## src/rtl/hash_pkg.sv

```systemverilog
// ----------------------------------------------------------------------------
// hash_pkg: shared sender state encoding and default parameters. Rev 1.0
// ----------------------------------------------------------------------------
`default_nettype none

package hash_pkg;

  typedef enum logic [2:0] {
    ST_IDLE  = 3'd0,
    ST_START = 3'd1,
    ST_DATA  = 3'd2,
    ST_STOP  = 3'd3,
    ST_DONE  = 3'd4
  } sender_state_t;

  localparam int DEFAULT_CLKS_PER_BIT = 868;
  localparam int DEFAULT_DIGEST_BYTES = 32;

endpackage

`default_nettype wire

```

## src/rtl/uart_tx_byte.sv

```systemverilog
// ----------------------------------------------------------------------------
// uart_tx_byte: 8N1 serializer for one byte, can chain frames back-to-back. Rev 1.0
// ----------------------------------------------------------------------------
`default_nettype none

module uart_tx_byte
  import hash_pkg::*;
#(
  parameter int CLKS_PER_BIT = DEFAULT_CLKS_PER_BIT
) (
  input  logic       clk,
  input  logic       rst_i,
  input  logic       start_i,
  input  logic [7:0] data_in_i,
  output logic       tx_o,
  output logic       done_o
);

  localparam int                BAUD_W    = (CLKS_PER_BIT > 1) ? $clog2(CLKS_PER_BIT) : 1;
  localparam logic [BAUD_W-1:0] BAUD_LAST = BAUD_W'(CLKS_PER_BIT - 1);

  sender_state_t     state_q;
  logic [BAUD_W-1:0] baud_q;
  logic [2:0]        bit_q;
  logic [7:0]        shift_q;
  logic              tx_q;
  logic              w_baud_last;

  assign w_baud_last = (baud_q == BAUD_LAST);

  always_ff @(posedge clk or posedge rst_i) begin
    if (rst_i) begin
      state_q <= ST_IDLE;
      baud_q  <= '0;
      bit_q   <= '0;
      shift_q <= '0;
      tx_q    <= 1'b1;
    end else begin
      case (state_q)
        ST_IDLE: begin
          if (start_i) begin
            shift_q <= data_in_i;
            baud_q  <= '0;
            bit_q   <= '0;
            tx_q    <= 1'b0;
            state_q <= ST_START;
          end
        end
        ST_START: begin
          if (w_baud_last) begin
            baud_q  <= '0;
            tx_q    <= shift_q[0];
            state_q <= ST_DATA;
          end else begin
            baud_q <= baud_q + BAUD_W'(1);
          end
        end
        ST_DATA: begin
          if (w_baud_last) begin
            baud_q <= '0;
            if (bit_q == 3'd7) begin
              bit_q   <= '0;
              tx_q    <= 1'b1;
              state_q <= ST_STOP;
            end else begin
              bit_q   <= bit_q + 3'd1;
              shift_q <= {1'b0, shift_q[7:1]};
              tx_q    <= shift_q[1];
            end
          end else begin
            baud_q <= baud_q + BAUD_W'(1);
          end
        end
        ST_STOP: begin
          if (w_baud_last) begin
            baud_q <= '0;
            // Chaining straight into the next start bit avoids an idle gap.
            if (start_i) begin
              shift_q <= data_in_i;
              bit_q   <= '0;
              tx_q    <= 1'b0;
              state_q <= ST_START;
            end else begin
              state_q <= ST_IDLE;
            end
          end else begin
            baud_q <= baud_q + BAUD_W'(1);
          end
        end
        default: begin
          tx_q    <= 1'b1;
          state_q <= ST_IDLE;
        end
      endcase
    end
  end

  assign tx_o   = tx_q;
  assign done_o = (state_q == ST_STOP) && w_baud_last;

endmodule

`default_nettype wire

```

## src/rtl/hash_sender.sv

```systemverilog
// ----------------------------------------------------------------------------
// hash_sender: captures a digest and streams it MSB byte first over UART. Rev 1.0
// ----------------------------------------------------------------------------
`default_nettype none

module hash_sender
  import hash_pkg::*;
#(
  parameter int CLKS_PER_BIT = DEFAULT_CLKS_PER_BIT,
  parameter int DIGEST_BYTES = DEFAULT_DIGEST_BYTES
) (
  input  logic                      clk,
  input  logic                      rst_i,
  input  logic                      write_enable,
  input  logic [8*DIGEST_BYTES-1:0] digest,
  output logic                      tx,
  output logic                      finished_sending,
  output logic                      busy
);

  localparam int               IDX_W    = (DIGEST_BYTES > 1) ? $clog2(DIGEST_BYTES) : 1;
  localparam logic [IDX_W-1:0] IDX_LAST = IDX_W'(DIGEST_BYTES - 1);

  // ST_START spans the whole digest here; bit-level phases live in uart_tx_byte.
  sender_state_t             state_q;
  logic [8*DIGEST_BYTES-1:0] shift_q;
  logic [IDX_W-1:0]          byte_idx_q;
  logic                      finished_q;
  logic                      busy_q;

  logic                      w_capture;
  logic                      w_byte_done;
  logic                      w_byte_start;
  logic [7:0]                w_byte_data;

  assign w_capture    = (state_q == ST_IDLE) && write_enable;
  assign w_byte_start = w_capture ||
                        ((state_q == ST_START) && w_byte_done && (byte_idx_q != IDX_LAST));
  assign w_byte_data  = w_capture ? digest[8*DIGEST_BYTES-1 -: 8]
                                  : shift_q[8*DIGEST_BYTES-1 -: 8];

  always_ff @(posedge clk or posedge rst_i) begin
    if (rst_i) begin
      state_q    <= ST_IDLE;
      shift_q    <= '0;
      byte_idx_q <= '0;
      finished_q <= 1'b0;
      busy_q     <= 1'b0;
    end else begin
      finished_q <= 1'b0;
      case (state_q)
        ST_IDLE: begin
          if (write_enable) begin
            shift_q    <= digest << 8;
            byte_idx_q <= '0;
            busy_q     <= 1'b1;
            state_q    <= ST_START;
          end
        end
        ST_START: begin
          if (w_byte_done) begin
            if (byte_idx_q == IDX_LAST) begin
              finished_q <= 1'b1;
              state_q    <= ST_DONE;
            end else begin
              byte_idx_q <= byte_idx_q + IDX_W'(1);
              shift_q    <= shift_q << 8;
            end
          end
        end
        ST_DONE: begin
          busy_q <= 1'b0;
          if (!write_enable) begin
            byte_idx_q <= '0;
            state_q    <= ST_IDLE;
          end
        end
        default: begin
          busy_q  <= 1'b0;
          state_q <= ST_IDLE;
        end
      endcase
    end
  end

  uart_tx_byte #(
    .CLKS_PER_BIT(CLKS_PER_BIT)
  ) u_uart_tx_byte (
    .clk      (clk),
    .rst_i    (rst_i),
    .start_i  (w_byte_start),
    .data_in_i(w_byte_data),
    .tx_o     (tx),
    .done_o   (w_byte_done)
  );

  assign finished_sending = finished_q;
  assign busy             = busy_q;

endmodule

`default_nettype wire

```

## config.mk

```make
export PLATFORM = sky130hd
export DESIGN_NAME = hash_sender
export DESIGN_NICKNAME = d
export VERILOG_FILES = /design/src/rtl/hash_pkg.sv /design/src/rtl/uart_tx_byte.sv /design/src/rtl/hash_sender.sv
export SDC_FILE = /design/constraint.sdc
export NUM_CORES = 1
export LEC_CHECK = 0
export ABC_AREA = 1
export CAP_MARGIN = 20
export CORE_UTILIZATION = 45
export DETAILED_ROUTE_END_ITERATION = 6
export GPL_TIMING_DRIVEN = 0
export PLACE_DENSITY = 0.78
export REMOVE_ABC_BUFFERS = 1
export SLEW_MARGIN = 5
export SYNTH_ARGS = -nofsm -noshare
export SYNTH_HDL_FRONTEND = slang
export SYNTH_SLANG_ARGS = --single-unit
```

## constraint.sdc

```tcl
create_clock -name clk -period 19.2 [get_ports clk]
set_input_delay 2.88 -clock clk [delete_from_list [all_inputs] [get_ports clk]]
set_output_delay 2.88 -clock clk [all_outputs]
set_load 0.05 [all_outputs]
```

After elaboration in Yosys (flattened, before gate mapping) --
Index checks and enable logic that the tools add are counted.
Cells by class: $add $sub $neg 3, equal/unequal tests 20, mux-type cells 46, bitwise operators 1, reductions and logical operators 21
Operator list (number):
- 256-bit two-way mux | 3
- 256-bit case mux with 2 select lines | 1
- 8-bit two-way mux | 5
- 3-bit two-way mux | 13
- 8-bit case mux with 3 select lines | 1
- 10-bit two-way mux | 2
- 5-bit two-way mux | 4
- 10-bit case mux with 2 select lines | 1
- 3-bit case mux with 3 select lines | 2
- 5-bit case mux with 3 select lines | 1
- 2-bit by 1-bit inequality test with 1-bit output, second input constant | 6
- 3-bit case mux with 4 select lines | 1
- 4-bit AND reduction | 3
- 10-bit by 1-bit adder with 10-bit output, second input constant | 1
- 10-bit equality test, second input constant | 1
- 1-bit two-way mux | 10
- 2-bit inequality test, second input constant | 5
- 5-bit AND reduction | 2
- 3-bit by 1-bit equality test with 1-bit output, second input constant | 2
- 3-bit by 2-bit equality test with 1-bit output, second input constant | 2
- 3-bit equality test, second input constant | 2
- 3-bit logical NOT | 2
- 3-bit AND reduction | 2
- 3-bit nonzero test | 2
- 12 further kinds | 17
Storage, ports and cells: register bits 291, output and inout port bits 3, logic and storage cells 101

Depth between registers and ports, before layout --
word-level depth 8, gate-level depth with buffers 14, gate-level depth less buffers 12

By module --
A second synthesis with hierarchy kept.
Second synthesis, totals: cells, all modules 2109, area total of the unflattened synthesis 14397.6 sq um
Modules (own cells, without submodules):
- hash_sender | times used 1, cells each 1906, area an instance 12854.8 sq um, seq. area each 6431.2 sq um
- uart_tx_byte | times used 1, cells each 203, area an instance 1542.7 sq um, seq. area each 601.8 sq um

Least setup slack after synthesis --
No wires, ideal clock.
path kind input port to flip-flop, start in write_enable, end reg shift_q[10], library setup time 121 ps, arrival time 3767 ps, data required time 19079 ps, path slack 15313 ps, cell stages on the path 8, path buffers 3, cells stage by stage nand3_2 > nand2_2 > nand2_4 > inv_2 > buf_6 > buf_6 > buf_4 > o21ai_1
On the way: cells in the longest elaborated chain, start to end 2
RTL lines:
- start: declaration | line hash_sender.sv:14 | input logic write_enable,
- 2-bit inequality test (no line)
- 4-bit AND reduction (no line)
- end signal: assignment | line hash_sender.sv:54 | shift_q <= digest << 8;
- end signal: assignment | line hash_sender.sv:67 | shift_q <= shift_q << 8;
- end: declaration | line hash_sender.sv:26 | logic [8*DIGEST_BYTES-1:0] shift_q;
No other way between the ends. A chain may end at the register's enable or synchronous reset.

Worst setup path after layout --
start in write_enable, end reg shift_q[59]
Same word-level chain as after synthesis.

==> summary.md <==
| Metric | Value |
|---|---|
| Worst R2R End | `shift_q[59]$_DFFE_PP0P_` |
| Hold_sp | `u_uart_tx_byte.shift_q[1]$_DFFE_PP0P_` |
| Antenna violations before repair | `1` |
| Pre-antenna DRT Iters | `7` |
| Post-synth top cells | `nand2_1, o21ai_0, dfrtp_1` |
| Fmax | `185 MHz` |
| Max Cap Viol | `0` |
| Ant. Diodes | `0` |
| Hold Buf Count CTS | `0` |
| Worst Tran Pin Value | `0.979 ns` |
| Final min period | `5.40 ns` |
| Antenna-violating nets left | `0` |
| Count of pins over their slew limit | `0` |
| Critical path peak fanout | `167` |
| Starting Density | `46.2%` |
| Cells after Synth | `1,851` |
| CP arrival | `5.81 ns` |
| Final Hold Fails | `0` |
| GP Congestion | `0.789` |
| Final std cells w/o fill | `2,456` |
| Hold path depth | `2` |
| Vias | `12,000` |
| Die Area | `0.0323 mm2` |
| # IOs | `262` |
| Post-route clock period utilization | `28.1%` |
| Syn Std Cell Area | `0.0142 mm2` |
| RSZ-0062 raised after global routing | `no` |
| Worst setup EP type | `register` |
| First-pass GRT wire length | `53.5 mm` |
| Async SR Flop Fraction | `100%` |
| Grt ovf | `0` |
| Yosys Warn Count | `0` |
| P&R area growth vs syn | `25.0%` |
| Maximum vdd drop | `0.0597 mV` |
| Num rows | `64` |
| Port Buffer Count | `261` |
| Core Region | `0.0308 mm2` |
| Avg Inst Size Synth | `7.69 um2` |
| Critical path required time | `19.61 ns` |
| TritonCTS clock tree | `yes` |
| Leak Pwr | `7.74 nW` |
| Setup Buffers After CTS | `0` |
| Reg2Reg Setup Slack | `15.94 ns` |
| WL final | `31.5 mm` |
| Via/cell ratio | `4.87` |
| Clock Sinks | `281` |
| Clock Pin Slew Worst Setup and Hold Paths | `0.06 ns` |
| GRT Overall Usage | `19.5%` |
| Iter 0 DRT Violations | `793` |
| Share of post-route cells with drive strength above 1 | `4.66%` |
| Hold WC Path Type | `register to register` |
| Power Dens Cells | `82.2 mW/mm2` |
| Yosys top cell area share | `49.2%` |
| Largest net degree at the start of global routing | `210` |
| Cell variety after synth | `33` |
| Largest cells by area after synthesis | `dfrtp_1, nand2_1, o21ai_0` |
| Setup_tns | `0 ns` |
| Hold Path Sink | `u_uart_tx_byte.shift_q[1]$_DFFE_PP0P_` |
| # setup viols final | `0` |
| Worst-Skew Late Latency | `0.56 ns` |
| Post_cts resized | `0` |
| Register bit total from synthesis | `281` |
| Area leader, netlist | `dfrtp_1` |
| Post-synth EDFFs | `0` |
| Seq/Total Area, Yosys | `49.4%` |
| Worst flop-to-flop path startpoint | `byte_idx_q[0]$_DFFE_PP0P_` |
| Total Nets Final | `2,305` |
| Hpwl dp | `20.7 mm` |
| CTS Buf Count | `30` |
| H-Tree Depth | `1` |
| Status | `finished, violations left` |
| Worst Reg-to-Reg Cells | `11` |
| Remaining DRCs | `13` |
| Avg WL per Cell | `12.8 um` |
| Root buffer cell | `clkbuf_16` |
| Placed cells | `2,400` |
| Crit Path Class | `input pin to register` |
| CTS Buffer Depth | `3` |
| Most numerous cell in the Yosys netlist | `nand2_1` |
| Worst slew margin | `34.7%` |
| Die H | `180 um` |
| Number of global-route vias before repair | `11,500` |
| DIE WIDTH | `180 um` |
| Skew final | `0.0113 ns` |
| Post-synth top flop | `dfrtp_1` |
| Element type at the critical path start | `input pin` |
| Failing checks | `DRC` |
## worst max-delay path by stage
stage | depth (start not counted) | slack [ns] | from | to
2_1_floorplan | 1 | 8.57 | rst_i | busy$_DFFE_PP0P_
3_3_place_gp | 2 | 4.73 | rst_i | shift_q[209]$_DFFE_PP0P_
3_5_place_dp | 8 | 13.15 | write_enable | shift_q[207]$_DFFE_PP0P_
4_1_cts | 8 | 13.74 | write_enable | shift_q[207]$_DFFE_PP0P_
5_1_grt | 8 | 13.47 | write_enable | shift_q[207]$_DFFE_PP0P_
6_report | 7 | 13.80 | write_enable | shift_q[59]$_DFFE_PP0P_
## final cells by class
type | count | area [um2]
multi-input cells | 1184 | 5430
flip-flops and latches | 281 | 7030
clock inverters | 9 | 76.3
clock buffers | 47 | 926
repair buffers | 267 | 2780
well taps | 396 | 495
inverters | 272 | 1040
fillers | 2747 | 13000
## placed cells by master (no fill, tap or decap), types with 2 or more instances in the layout
cell             instances
nand2_1                564
o21ai_0                303
dfrtp_1                280
inv_1                  265
clkdlybuf4s50_1        261
o21ai_1                204
clkbuf_16               31
nand3_1                 30
nor2_1                  16
nand2_2                 13
o21ai_2                 10
ha_1                    10
nand4_1                  9
clkbuf_8                 9
clkbuf_1                 7
clkinv_2                 6
buf_16                   6
inv_2                    4
inv_8                    3
nor3_1                   3
xor2_1                   3
nand3b_1                 3
a21oi_1                  2
or2_2                    2
nor3b_1                  2
nor2_4                   2
nand2_4                  2
## cells by family (layout without fill, tap and decap cells)
group / after synthesis / after routing / synth area share (%)
AO/OA/AOI/OAI: 520 / 520 / 18.6
XOR/XNOR: 3 / 3 / 0.185
adder cells (fa/ha/maj): 10 / 10 / 0.879
buffers and inverters: 386 / 595 / 12.4
flip-flops: 281 / 281 / 49.4
AND/OR/NAND/NOR: 651 / 651 / 18.5
## worst max-delay path, cell delays in order
cell and delay, ns:
clkdlybuf4s50_1 0.52, nand3_2 0.32, nand2_2 0.48, nand2_4 0.15, inv_8 0.54, buf_16 0.42, o21ai_0 0.16
## state kept, by name, summed over array words and instances, names as in the netlist
name,cells
shift_q,248
u_uart_tx_byte.baud_q,10
u_uart_tx_byte.shift_q,8
byte_idx_q,5
u_uart_tx_byte.bit_q,3
state_q,2
u_uart_tx_byte.state_q,2
busy,1
finished_sending,1
u_uart_tx_byte.tx_o,1
## metal layers
layer / GRT usage (%) / wire (um) / vias up
met5: 0 / 13 / -
met4: 4.48 / 631 / 2
met3: 5.39 / 2290 / 50
met2: 32.4 / 14800 / 254
met1: 25.4 / 13800 / 5457
li1: - / - / 6191
## through the flow
step / setup slack, ns / hold slack [ns] / utilization [%] / area (um2) / total power [W]
5_1_grt: 13.47 / 0.505 / 57.7 / 17800 / 0.00154
2_1_floorplan: 8.57 / 0.442 / - / 13500 / 0.000806
4_1_cts: 13.74 / 0.474 / 57.7 / 17800 / 0.00148
3_3_place_gp: 4.73 / 0.454 / 53.8 / 16600 / 0.000884
6_report: 13.80 / 0.473 / 57.7 / 17800 / 0.00146
3_5_place_dp: 13.15 / 0.459 / 54.4 / 16800 / 0.000892
## power by group
part | switching, W | total [W] | internal, W
logic | 0.0000942 | 0.000196 | 0.000101
clock network | 0.000238 | 0.000581 | 0.000343
registers | 0.0000202 | 0.000685 | 0.000665
total | 0.000352 | 0.00146 | 0.00111
Power figures use the tool's default switching activity.
